===== src/rtl/reg_select_sequencer.sv =====
// Register select/encode stage for the Mini-SRC register file: decodes IR fields into one-hot
// Rin/Rout strobes and can sweep a strobe across registers. Optional: REG_SEL_SWEEP_DOWN_EN.
module reg_select_sequencer #(
  parameter int SEL_W  = 4,
  parameter int N_REG  = 2**SEL_W,
  parameter int IR_W   = 32,
  parameter int RA_LSB = 23,
  parameter int RB_LSB = 19,
  parameter int RC_LSB = 15
) (
  input  logic             clk,
  input  logic             clr,
  input  logic [IR_W-1:0]  ir,
  input  logic             gra,
  input  logic             grb,
  input  logic             grc,
  input  logic             rin,
  input  logic             rout,
  input  logic             ba_out,
  input  logic             sweep_start,
  input  logic [SEL_W-1:0] sweep_base,
  input  logic [SEL_W:0]   sweep_cnt,
  input  logic             sweep_wr,
  input  logic             sweep_abort,
`ifdef REG_SEL_SWEEP_DOWN_EN
  input  logic             sweep_down,
`endif
  output logic [N_REG-1:0] r_in,
  output logic [N_REG-1:0] r_out,
  output logic             busy,
  output logic             done
);

  localparam int               CNT_W    = SEL_W + 1;
  localparam logic [SEL_W:0]   CNT_MAX  = CNT_W'(N_REG);
  localparam logic [SEL_W-1:0] LAST_IDX = SEL_W'(N_REG - 1);

  typedef enum logic [1:0] {IDLE, SWEEP, DONE} state_t;

  state_t           state;
  logic [SEL_W-1:0] cur_idx;
  logic [SEL_W:0]   remain;
  logic             wr_mode;
  logic             dir_down;

  logic [SEL_W-1:0] idx;
  logic [SEL_W-1:0] nxt_idx;
  logic [SEL_W:0]   start_cnt;
  logic [N_REG-1:0] dec_in;
  logic [N_REG-1:0] dec_out;
  logic             sel_valid;
  logic             start_down;
  logic             unused_ir;

  // Only the three register fields are decoded; the rest of the IR belongs to other stages.
  assign unused_ir = ^ir;

  function automatic logic [N_REG-1:0] onehot(input logic [SEL_W-1:0] i);
    logic [N_REG-1:0] v;
    v    = '0;
    v[i] = 1'b1;
    return v;
  endfunction

`ifdef REG_SEL_SWEEP_DOWN_EN
  assign start_down = sweep_down;
`else
  assign start_down = 1'b0;
`endif

  // NOTE: every always_comb output gets a default first so no path can infer a latch.
  always_comb begin
    sel_valid = gra | grb | grc;
    idx       = ir[RC_LSB +: SEL_W];
    if (gra)      idx = ir[RA_LSB +: SEL_W];
    else if (grb) idx = ir[RB_LSB +: SEL_W];
    dec_in    = (sel_valid && rin) ? onehot(idx) : '0;
    // Base-address reads of R0 return the constant zero, so no register is enabled.
    dec_out   = (sel_valid && (rout || (ba_out && idx != '0))) ? onehot(idx) : '0;
    start_cnt = (sweep_cnt > CNT_MAX) ? CNT_MAX : sweep_cnt;
    nxt_idx   = (cur_idx == LAST_IDX) ? '0 : cur_idx + 1'b1;
    if (dir_down) nxt_idx = (cur_idx == '0) ? LAST_IDX : cur_idx - 1'b1;
  end

  // NOTE: sequential state uses non-blocking assignments so every register samples pre-edge values.
  always_ff @(posedge clk or posedge clr) begin
    if (clr) begin
      state    <= IDLE;
      cur_idx  <= '0;
      remain   <= '0;
      wr_mode  <= 1'b0;
      dir_down <= 1'b0;
      r_in     <= '0;
      r_out    <= '0;
      busy     <= 1'b0;
      done     <= 1'b0;
    end else begin
      done <= 1'b0;
      case (state)
        IDLE: begin
          if (sweep_start) begin
            if (start_cnt == '0) begin
              r_in  <= '0;
              r_out <= '0;
              done  <= 1'b1;
              state <= DONE;
            end else begin
              // The first strobe is issued on the start edge; remain counts the strobes still owed.
              cur_idx  <= sweep_base;
              remain   <= start_cnt - 1'b1;
              wr_mode  <= sweep_wr;
              dir_down <= start_down;
              r_in     <= sweep_wr ? onehot(sweep_base) : '0;
              r_out    <= sweep_wr ? '0 : onehot(sweep_base);
              busy     <= 1'b1;
              state    <= SWEEP;
            end
          end else begin
            r_in  <= dec_in;
            r_out <= dec_out;
          end
        end
        SWEEP: begin
          if (sweep_abort) begin
            r_in  <= '0;
            r_out <= '0;
            busy  <= 1'b0;
            state <= IDLE;
          end else if (remain == '0) begin
            r_in  <= '0;
            r_out <= '0;
            busy  <= 1'b0;
            done  <= 1'b1;
            state <= DONE;
          end else begin
            cur_idx <= nxt_idx;
            remain  <= remain - 1'b1;
            r_in    <= wr_mode ? onehot(nxt_idx) : '0;
            r_out   <= wr_mode ? '0 : onehot(nxt_idx);
          end
        end
        default: begin
          r_in  <= '0;
          r_out <= '0;
          state <= IDLE;
        end
      endcase
    end
  end

endmodule


===== config.mk =====
export PLATFORM = sky130hd
export DESIGN_NAME = reg_select_sequencer
export DESIGN_NICKNAME = d
export VERILOG_FILES = /design/src/rtl/reg_select_sequencer.sv
export SDC_FILE = /design/constraint.sdc
export NUM_CORES = 1
export LEC_CHECK = 0
export ABC_AREA = 1
export CAP_MARGIN = 20
export CORE_ASPECT_RATIO = 0.7
export CORE_MARGIN = 4
export CORE_UTILIZATION = 48
export CTS_CLUSTER_SIZE = 24
export DETAILED_ROUTE_END_ITERATION = 16
export PLACE_DENSITY = 0.89
export SLEW_MARGIN = 20
export SYNTH_ARGS = -nofsm -noshare
export SYNTH_HDL_FRONTEND = slang
export SYNTH_SLANG_ARGS = --single-unit

===== constraint.sdc =====
create_clock -name clk -period 2.1 [get_ports clk]
set_input_delay 0.42 -clock clk [delete_from_list [all_inputs] [get_ports clk]]
set_output_delay 0.42 -clock clk [all_outputs]
set_load 0.05 [all_outputs]

==> results of run 1 <==
==> state kept, by name, summed over array words and instances, names as in the netlist <==
| name | flops |
|---|---|
| cur_idx | 4 |
| r_in | 16 |
| done | 1 |
| remain | 5 |
| wr_mode | 1 |
| busy | 1 |
| state | 2 |
| r_out | 16 |
==> placed cells by master (no fill, tap or decap), drive strengths merged, types with 2 or more instances in the layout <==
| cell type | Yosys | routed |
|---|---|---|
| a21oi | 4 | 4 |
| or2 | 4 | 4 |
| buf | 12 | 16 |
| dfrtp | 46 | 46 |
| inv | 35 | 34 |
| nand3 | 54 | 54 |
| o211ai | 3 | 3 |
| o21ai | 35 | 35 |
| a22o | 4 | 4 |
| clkbuf | 5 | 6 |
| xor2 | 2 | 2 |
| ha | 6 | 6 |
| clkdlybuf4s50 | 0 | 65 |
| nand2 | 165 | 165 |
| clkinv | 1 | 4 |
| o22ai | 2 | 2 |
| nor2 | 67 | 67 |
==> worst reg2reg max path: stages, from the launching register on <==
cell,delay [ns]
dfrtp_1,0.45
ha_1,0.25
nand2_1,0.10
inv_1,0.06
o21ai_0,0.12
o21ai_0,0.21
inv_1,0.13
nand2_1,0.11
nor2_1,0.26
nand2_1,0.08
nand2_1,0.10
==> cell type report <==
cell class,instances,area [µm²]
fillers,511,2010
clock inverters,2,13.8
inverters,36,135
flip-flops and latches,46,1150
clock buffers,6,72.6
well taps,75,93.8
multi-input cells,351,1640
repair buffers,81,783
==> final timing paths <==
check,startpoint,endpoint,slack [ns],depth (start not counted)
max,cur_idx[0],r_in[13],0.16,10
min,clr,r_out[10],0.42,2
max reg2reg,cur_idx[0],r_in[13],0.16,10
min reg2reg,remain[3],remain[3],0.52,2
max in group asynchronous,clr,r_out[2],1.09,3
min in group clk,remain[3],remain[3],0.52,2
==> per-layer routing <==
layer	wire [µm]	GRT usage	share of wire	vias to the layer above
met3	970	0.0581	0.12	24
met4	177	0.0575	0.021	0
met2	3640	0.366	0.43	222
met1	3590	0.326	0.43	1453
met5	0	0	0	-
li1	-	-	-	1568
==> metrics by stage <==
step	setup TNS (ns)	total power, µW	cells
6_report	0	3500	597
5_1_grt	0	3740	597
4_1_cts	0	3460	597
3_5_place_dp	-1.42	2920	589
3_3_place_gp	-0.242	2830	589
2_1_floorplan	0	2410	450
==> synthesized netlist by cell type, drive strengths merged (2+ instances only) <==
library cell,instances
a21oi,4
clkbuf,5
dfrtp,46
nand2,165
nand3,54
or2,4
ha,6
o211ai,3
o21ai,35
a22o,4
nor2,67
xor2,2
o22ai,2
buf,12
inv,35
==> power breakdown <==
part,internal (µW),switching (µW)
clock,236,311
combinational,539,1230
sequential,1060,120
total,1830,1660
==> cells by family (layout without fill, tap and decap cells) <==
group	after synthesis	after routing	synth area share
DFF	46	46	0.382
buffers and inverters	53	125	0.0759
AOI/OAI and AO/OA	49	49	0.0942
xor gates and xnor gates	3	3	0.00872
and+or+nand+nor	293	293	0.415
adders and majority gates	6	6	0.0249
==> impl_metrics.env, run 1 <==
export IMPL_outcome="complete, no violations"
export IMPL_ys_ff_latch=46
export IMPL_netlist_cell_type_count=33
export IMPL_die_height_um=74.3
export IMPL_yosysWarnings=0
export IMPL_cts_sinks=46
export IMPL_antenna_left=0
export IMPL_rows=23
export IMPL_hpwl_um=6450
export IMPL_numPortBuffers=65
export IMPL_final_hold_worst_slack_ns=0.421
export IMPL_slew_violations=0
export IMPL_path_cells="ha_1, nand2_1, inv_1, o21ai_0, o21ai_0, inv_1, nand2_1, nor2_1, nand2_1, nand2_1"
export IMPL_slew_headroom=0.570
export IMPL_finalInstanceArea_mm2=0.00388
export IMPL_path_max_fanout=5
export IMPL_ir_drop_v=0.000769
export IMPL_initial_core_util=0.511
export IMPL_drt_iter0_drc=436
export IMPL_ctsHoldBuffers=0
export IMPL_die_width_um=103
export IMPL_gp_congestion=1.03
export IMPL_post_cts_resize_count=0
export IMPL_rsz0062_at_grt="false"
export IMPL_power_leakage_uw=0.00195
export IMPL_ys_top_cells_by_area="dfrtp_1 38%, nand2_1 19%, nand3_1 8.3%"
export IMPL_grt_pass1_vias=3041
export IMPL_grt_util_all_layers=0.233
export IMPL_wl_per_cell_um=14.0
export IMPL_fin_util=0.659
export IMPL_finalSetupViolCount=0
export IMPL_final_layout_size_suffix_gt1_frac=0.0862
export IMPL_critPathArrivalTime_ns=2.17
export IMPL_worstSetupPathType="flop to flop"
export IMPL_pwr_density_cell_mw_per_mm2=900
export IMPL_cts_tree="done"
export IMPL_synth_edf_count=0
export IMPL_crit_slowest_cell="dfrtp_1"
export IMPL_grt_pass1_wl_um=14100
export IMPL_antenna_cells=0
export IMPL_dpl_cell_area_mm2=0.00380
export IMPL_overflow=0
export IMPL_clk_path_buf_depth=2
export IMPL_maxCapViolations=0
export IMPL_clk_latency_ns=0.30
export IMPL_layout_nets=579
export IMPL_clk_pin_slew_worst_paths_ns=0.09
export IMPL_vias=3267
export IMPL_cts_setup_buffers=0
export IMPL_setup_slack_ns=0.165
export IMPL_worstSetupEndpointType="flop"
export IMPL_syn_area_per_cell_um2=6.70
export IMPL_syn2layout_area_growth_pct=28.8
export IMPL_yosysTopAreaCellShare=0.382
export IMPL_synth_area_leader_cell="dfrtp_1"
export IMPL_via_per_inst=5.47
export IMPL_synthCells=450
export IMPL_first_pass_iters=5
export IMPL_crit_buf_inv=2
export IMPL_finalCritPeriodShare=0.922
export IMPL_crit_path_frequent_cell="nand2_1"
export IMPL_ys_seq_area_frac=0.382
export IMPL_pin_count=86
export IMPL_cp_data_required_time_ns=2.33
export IMPL_fmax_mhz=517
export IMPL_worst_pin_slew_ns=0.640
export IMPL_start_kind="flop"
export IMPL_finalHoldViolCount=0
export IMPL_slowest_delay_ns=0.45
export IMPL_h_tree_depth=2
export IMPL_synth_async_sr_flop_share=1.00
export IMPL_synthFlopType="dfrtp_1"
export IMPL_drcViolationCount=0
export IMPL_fin_skew_ns=0.0107
export IMPL_grt_max_degree=33
export IMPL_synth_fp_nets=508
export IMPL_period_needed_ns=1.94
export IMPL_root_buffer="clkbuf_8"
export IMPL_pre_cts_ws_ns=-0.105
export IMPL_synth_area_mm2=0.00302
export IMPL_cts_buffers_inserted=5
export IMPL_core_area_mm2=0.00590
export IMPL_grt_antenna_before_repair=0
export IMPL_cp_top_family="simple AND/OR/NAND/NOR gates"
export IMPL_die_area_mm2=0.00763
export IMPL_min_path_type="input port to asynchronous set/reset pin"
export IMPL_drt_total_wl_um=8370
No activity file was read; power rests on OpenSTA's default activity.
==> inputs of run 2 (changes only) <==
--- a/config.mk
+++ b/config.mk
@@ -6,10 +6,12 @@
 export NUM_CORES = 1
 export LEC_CHECK = 0
 export ABC_AREA = 1
+export ABC_CLOCK_PERIOD_IN_PS = 2100
 export CAP_MARGIN = 20
-export CORE_ASPECT_RATIO = 0.7
+export CORE_ASPECT_RATIO = 0.5
 export CORE_MARGIN = 4
 export CORE_UTILIZATION = 48
+export CTS_CLUSTER_DIAMETER = 100
 export CTS_CLUSTER_SIZE = 24
 export DETAILED_ROUTE_END_ITERATION = 16
 export PLACE_DENSITY = 0.89
==> run 2 against run 1 <==
Effect of this change:
- die area rose by 0.74%
- wire length rose by 2.5%
- sequential power barely moved
- largest power group unchanged
==> impl_metrics.env, run 2 (synthesis results as in run 1) <==
export IMPL_multiInputGateArea_mm2=0.00164
export IMPL_finalInstanceArea_mm2=0.00400
export IMPL_h_tree_depth=2
export IMPL_first_pass_iters=6
export IMPL_layout_nets=582
export IMPL_antenna_left=0
export IMPL_drcViolationCount=0
export IMPL_grt_util_all_layers=0.232
export IMPL_grt_antenna_before_repair=0
export IMPL_dpl_cell_area_mm2=0.00385
export IMPL_pwr_density_cell_mw_per_mm2=948
export IMPL_r2r_cells=9
export IMPL_cts_sinks=46
export IMPL_clk_path_buf_depth=2
export IMPL_slew_violations=0
export IMPL_power_leakage_uw=0.00199
export IMPL_critPathArrivalTime_ns=2.08
export IMPL_post_cts_resize_count=0
export IMPL_final_layout_size_suffix_gt1_frac=0.0933
export IMPL_outcome="complete, no violations"
export IMPL_grt_pass1_vias=3036
export IMPL_cp_data_required_time_ns=2.27
export IMPL_via_per_inst=5.31
export IMPL_post_place_cells=605
export IMPL_pin_count=86
export IMPL_rows=20
export IMPL_die_height_um=64.0
export IMPL_drt_total_wl_um=8580
export IMPL_rr_startpoint="cur_idx[0]"
export IMPL_hpwl_um=6410
export IMPL_num_fill_cells=565
export IMPL_die_area_mm2=0.00769
export IMPL_wl_per_cell_um=14.0
export IMPL_root_buffer="clkbuf_16"
export IMPL_mostFrequentLayoutCells="156 x nand2_1, 65 x clkdlybuf4s50_1, 64 x nor2_1"
export IMPL_layout_commonest_cell="nand2_1"
export IMPL_top_regs="r_in: 16 flops, r_out: 16 flops, remain: 5 flops"
export IMPL_drt_iter0_drc=446
export IMPL_min_path_type="input port to asynchronous set/reset pin"
export IMPL_fmax_mhz=524
export IMPL_gp_congestion=0.983
export IMPL_finalHoldViolCount=0
export IMPL_power_uw=3790
export IMPL_clk_pin_slew_worst_paths_ns=0.06
export IMPL_path_max_fanout=16
export IMPL_r2r_setup_slack_ns=0.29
export IMPL_numPortBuffers=65
export IMPL_maxCapViolations=0
export IMPL_final_cells=613
export IMPL_finalCritPeriodShare=0.909
export IMPL_core_area_mm2=0.00608
export IMPL_syn2layout_area_growth_pct=32.7
export IMPL_grt_max_degree=33
export IMPL_worst_pin_slew_ns=0.690
export IMPL_start_kind="input port"
export IMPL_period_needed_ns=1.91
export IMPL_die_width_um=120
export IMPL_overflow=0
export IMPL_r2r_end="r_in[12]"
export IMPL_ir_drop_v=0.000468
export IMPL_worstSetupEndpointType="flop"
export IMPL_cts_setup_buffers=0
export IMPL_fin_skew_ns=0.00634
export IMPL_rsz0062_at_grt="false"
export IMPL_grt_pass1_wl_um=14400
export IMPL_clk_latency_ns=0.29
export IMPL_slew_headroom=0.537
export IMPL_finalSetupViolCount=0
export IMPL_worstSetupPathType="input port to flop"
export IMPL_seqCellArea_mm2=0.00115
export IMPL_cts_tree="done"
export IMPL_ctsHoldBuffers=0
export IMPL_initial_core_util=0.496
export IMPL_final_hold_worst_slack_ns=0.474
export IMPL_vias=3252
export IMPL_antenna_cells=0
export IMPL_cts_buffers_inserted=5
[run 2: how the worst max path moves through the flow]
stage | from | endpoint | cells after the start | slack [ns]
floorplan | gra | r_out[11] | 11 | 0.56
global placement | gra | r_out[4] | 11 | -0.03
detailed placement | grb | r_out[12] | 12 | -0.09
CTS | grb | r_out[12] | 12 | 0.22
global route | grb | r_out[12] | 12 | 0.009
finish | grb | r_out[2] | 12 | 0.19
[run 2: critical path, stage by stage]
cell and delay (ns):
clkdlybuf4s50_1 0.57, inv_2 0.08, nand2_1 0.07, nand3_2 0.08
nand2_2 0.10, nand2_2 0.07, o21ai_2 0.14, nand2_2 0.22
nand3_1 0.15, nand2_1 0.06, nand2_1 0.06, nand2_1 0.06
[run 2: power by group]
part           switching [µW]  internal [µW]
Sequential                116           1060
Combinational            1250            562
Clock                     327            472
Total                    1700           2100
[run 2: per-stage QoR]
step | setup WS (ns) | utilization | TNS, ns
6_report | 0.190 | 0.658 | 0
4_1_cts | 0.217 | 0.658 | 0
3_5_place_dp | -0.0850 | 0.634 | -0.958
3_3_place_gp | -0.0314 | 0.634 | -0.236
2_1_floorplan | 0.565 | - | 0
5_1_grt | 0.00871 | 0.658 | 0
[run 2: final cells by class]
| type | count | area share |
|---|---|---|
| tap | 88 | 0.0275 |
| multi-input combinational | 351 | 0.409 |
| inverter | 36 | 0.0338 |
| clock buffer | 7 | 0.0357 |
| clock inverter | 1 | 0.00125 |
| sequential | 46 | 0.288 |
| timing repair buffer | 84 | 0.205 |
[run 2: routing by layer]
| metal | routed length [µm] | up-vias | GRT usage |
|---|---|---|---|
| met3 | 964 | 19 | 0.0557 |
| li1 | - | 1572 | - |
| met4 | 176 | 0 | 0.0699 |
| met1 | 3720 | 1460 | 0.321 |
| met2 | 3720 | 201 | 0.363 |
| met5 | 0 | - | 0 |
==> inputs of run 3 (changes only) <==
--- a/config.mk
+++ b/config.mk
@@ -15,6 +15,7 @@
 export CTS_CLUSTER_SIZE = 24
 export DETAILED_ROUTE_END_ITERATION = 16
 export PLACE_DENSITY = 0.89
+export SETUP_SLACK_MARGIN = 0.1
 export SLEW_MARGIN = 20
 export SYNTH_ARGS = -nofsm -noshare
 export SYNTH_HDL_FRONTEND = slang
==> run 3 against run 2 <==
Effect of this change:
- wire length grew 0.55%
- flip-flop and latch count did not move
- worst hold slack got worse by 0.00054 ns
- critical path depth decreased by 11
- via count barely moved
- maximum frequency is 2.5% higher
- clock skew is essentially flat
- power up 0.15%
- register-to-register slack about the same
- first-iteration DRC count grew 15%
- non-clock buffer count is the same
- critical endpoint is now r_out[0]
- largest power group unchanged
==> impl_metrics.env, run 3 (synthesis results as in run 1) <==
export IMPL_outcome="complete, no violations"
export IMPL_slew_violations=0
export IMPL_pwr_density_cell_mw_per_mm2=947
export IMPL_pin_count=86
export IMPL_r2r_cells=9
export IMPL_final_hold_worst_slack_ns=0.473
export IMPL_rows=20
export IMPL_path_max_fanout=1
export IMPL_cts_buffers_inserted=5
export IMPL_r2r_end="r_in[12]"
export IMPL_clk_pin_slew_worst_paths_ns=0.06
export IMPL_start_kind="flop"
export IMPL_maxCapViolations=0
export IMPL_first_pass_iters=6
export IMPL_crit_buf_inv=1
export IMPL_gp_congestion=0.983
export IMPL_die_height_um=64.0
export IMPL_syn2layout_area_growth_pct=33.0
export IMPL_worstSetupPathType="flop to output port"
export IMPL_grt_util_all_layers=0.232
export IMPL_grt_max_degree=33
export IMPL_critPathArrivalTime_ns=1.44
export IMPL_min_path_type="input port to asynchronous set/reset pin"
export IMPL_layout_commonest_cell="nand2_1"
export IMPL_clk_latency_ns=0.29
export IMPL_initial_core_util=0.496
export IMPL_hpwl_um=6410
export IMPL_rsz0062_at_grt="false"
export IMPL_power_leakage_uw=0.00201
export IMPL_fmax_mhz=537
export IMPL_root_buffer="clkbuf_16"
export IMPL_cts_sinks=46
export IMPL_mostFrequentLayoutCells="156 x nand2_1, 64 x nor2_1, 64 x clkdlybuf4s50_1"
export IMPL_cp_data_required_time_ns=1.68
export IMPL_worst_pin_slew_ns=0.690
export IMPL_clk_path_buf_depth=2
export IMPL_ir_drop_v=0.000469
export IMPL_die_width_um=120
export IMPL_numPortBuffers=65
export IMPL_crit_slowest_cell="clkdlybuf4s50_1"
export IMPL_rr_startpoint="cur_idx[0]"
export IMPL_h_tree_depth=2
export IMPL_ctsHoldBuffers=0
export IMPL_cts_tree="done"
export IMPL_via_per_inst=5.31
export IMPL_wl_per_cell_um=14.1
export IMPL_finalSetupTns_ns=0
export IMPL_slowest_delay_ns=0.81
export IMPL_core_area_mm2=0.00608
export IMPL_drt_iter0_drc=511
export IMPL_vias=3253
export IMPL_cp_top_family="buffers and inverters"
export IMPL_layout_nets=582
export IMPL_grt_pass1_wl_um=14400
export IMPL_worstSetupEndpointType="output port"
export IMPL_final_layout_size_suffix_gt1_frac=0.0952
export IMPL_grt_pass1_vias=3036
export IMPL_finalHoldViolCount=0
export IMPL_antenna_cells=0
export IMPL_r2r_setup_slack_ns=0.28
export IMPL_fin_skew_ns=0.00600
export IMPL_path_cells="clkdlybuf4s50_1"
export IMPL_slew_headroom=0.537
export IMPL_die_area_mm2=0.00769
export IMPL_finalCritPeriodShare=0.888
export IMPL_top_regs="r_in: 16 flops, r_out: 16 flops, remain: 5 flops"
export IMPL_drcViolationCount=0
export IMPL_antenna_left=0
export IMPL_drt_total_wl_um=8630
export IMPL_grt_antenna_before_repair=0
export IMPL_overflow=0
export IMPL_finalSetupViolCount=0
export IMPL_period_needed_ns=1.86
## run 3: cell types whose count changed in the layout (fill, tap and decap cells not counted)
| cell | previous run | this run |
|---|---|---|
| dlymetal6s2s_1 | 0 | 1 |
| a21oi_2 | 2 | 3 |
| a21oi_1 | 2 | 1 |
| clkdlybuf4s50_1 | 65 | 64 |
| nand2_2 | 6 | 5 |
| nand2_4 | 3 | 4 |
## run 3: layer usage
layer / share of wire / vias to the layer above / global-route usage / wire, µm
met5: 0 / - / 0 / 0
met4: 0.024 / 0 / 0.0699 / 204
met3: 0.11 / 26 / 0.0557 / 912
met2: 0.43 / 183 / 0.363 / 3740
met1: 0.44 / 1470 / 0.321 / 3770
li1: - / 1574 / - / -
## run 3: report_power, final
group,switching (µW),internal [µW]
clock network,328,472
registers,116,1060
logic,1260,563
total,1700,2100
## run 3: per-stage QoR
stage / area (µm²) / setup slack, ns / util / power, µW / instances
3_5_place_dp: 3850 / -0.0850 / 0.634 / 2970 / 605
3_3_place_gp: 3850 / -0.0314 / 0.634 / 2910 / 605
2_1_floorplan: 3020 / 0.565 / - / 2410 / 450
6_report: 4010 / 0.236 / 0.660 / 3800 / 613
5_1_grt: 4010 / 0.134 / 0.660 / 4040 / 613
4_1_cts: 4000 / 0.217 / 0.658 / 3760 / 613
## run 3: area by class of cell
cell class | count | area [µm²]
clock buffer | 7 | 143
clock inverter | 1 | 5.00
fill | 562 | 2070
inverter | 36 | 135
multi-input combinational | 351 | 1650
sequential | 46 | 1150
tap | 88 | 110
timing repair buffer | 84 | 821
## run 3: worst max path at each step
stage | slack, ns | to | start | depth (start not counted)
6_report | 0.24 | r_out[0] | r_out[0] | 1
5_1_grt | 0.13 | r_out[15] | cur_idx[0] | 10
2_1_floorplan | 0.56 | r_out[11] | gra | 11
4_1_cts | 0.22 | r_out[12] | grb | 12
3_3_place_gp | -0.03 | r_out[4] | gra | 11
3_5_place_dp | -0.09 | r_out[12] | grb | 12
## run 3: repair_timing
item	4_1_cts	5_1_grt
setup endpoints to repair	0	16
resized for setup	0	3
setup buffers	0	0
hold endpoints to repair	0	0
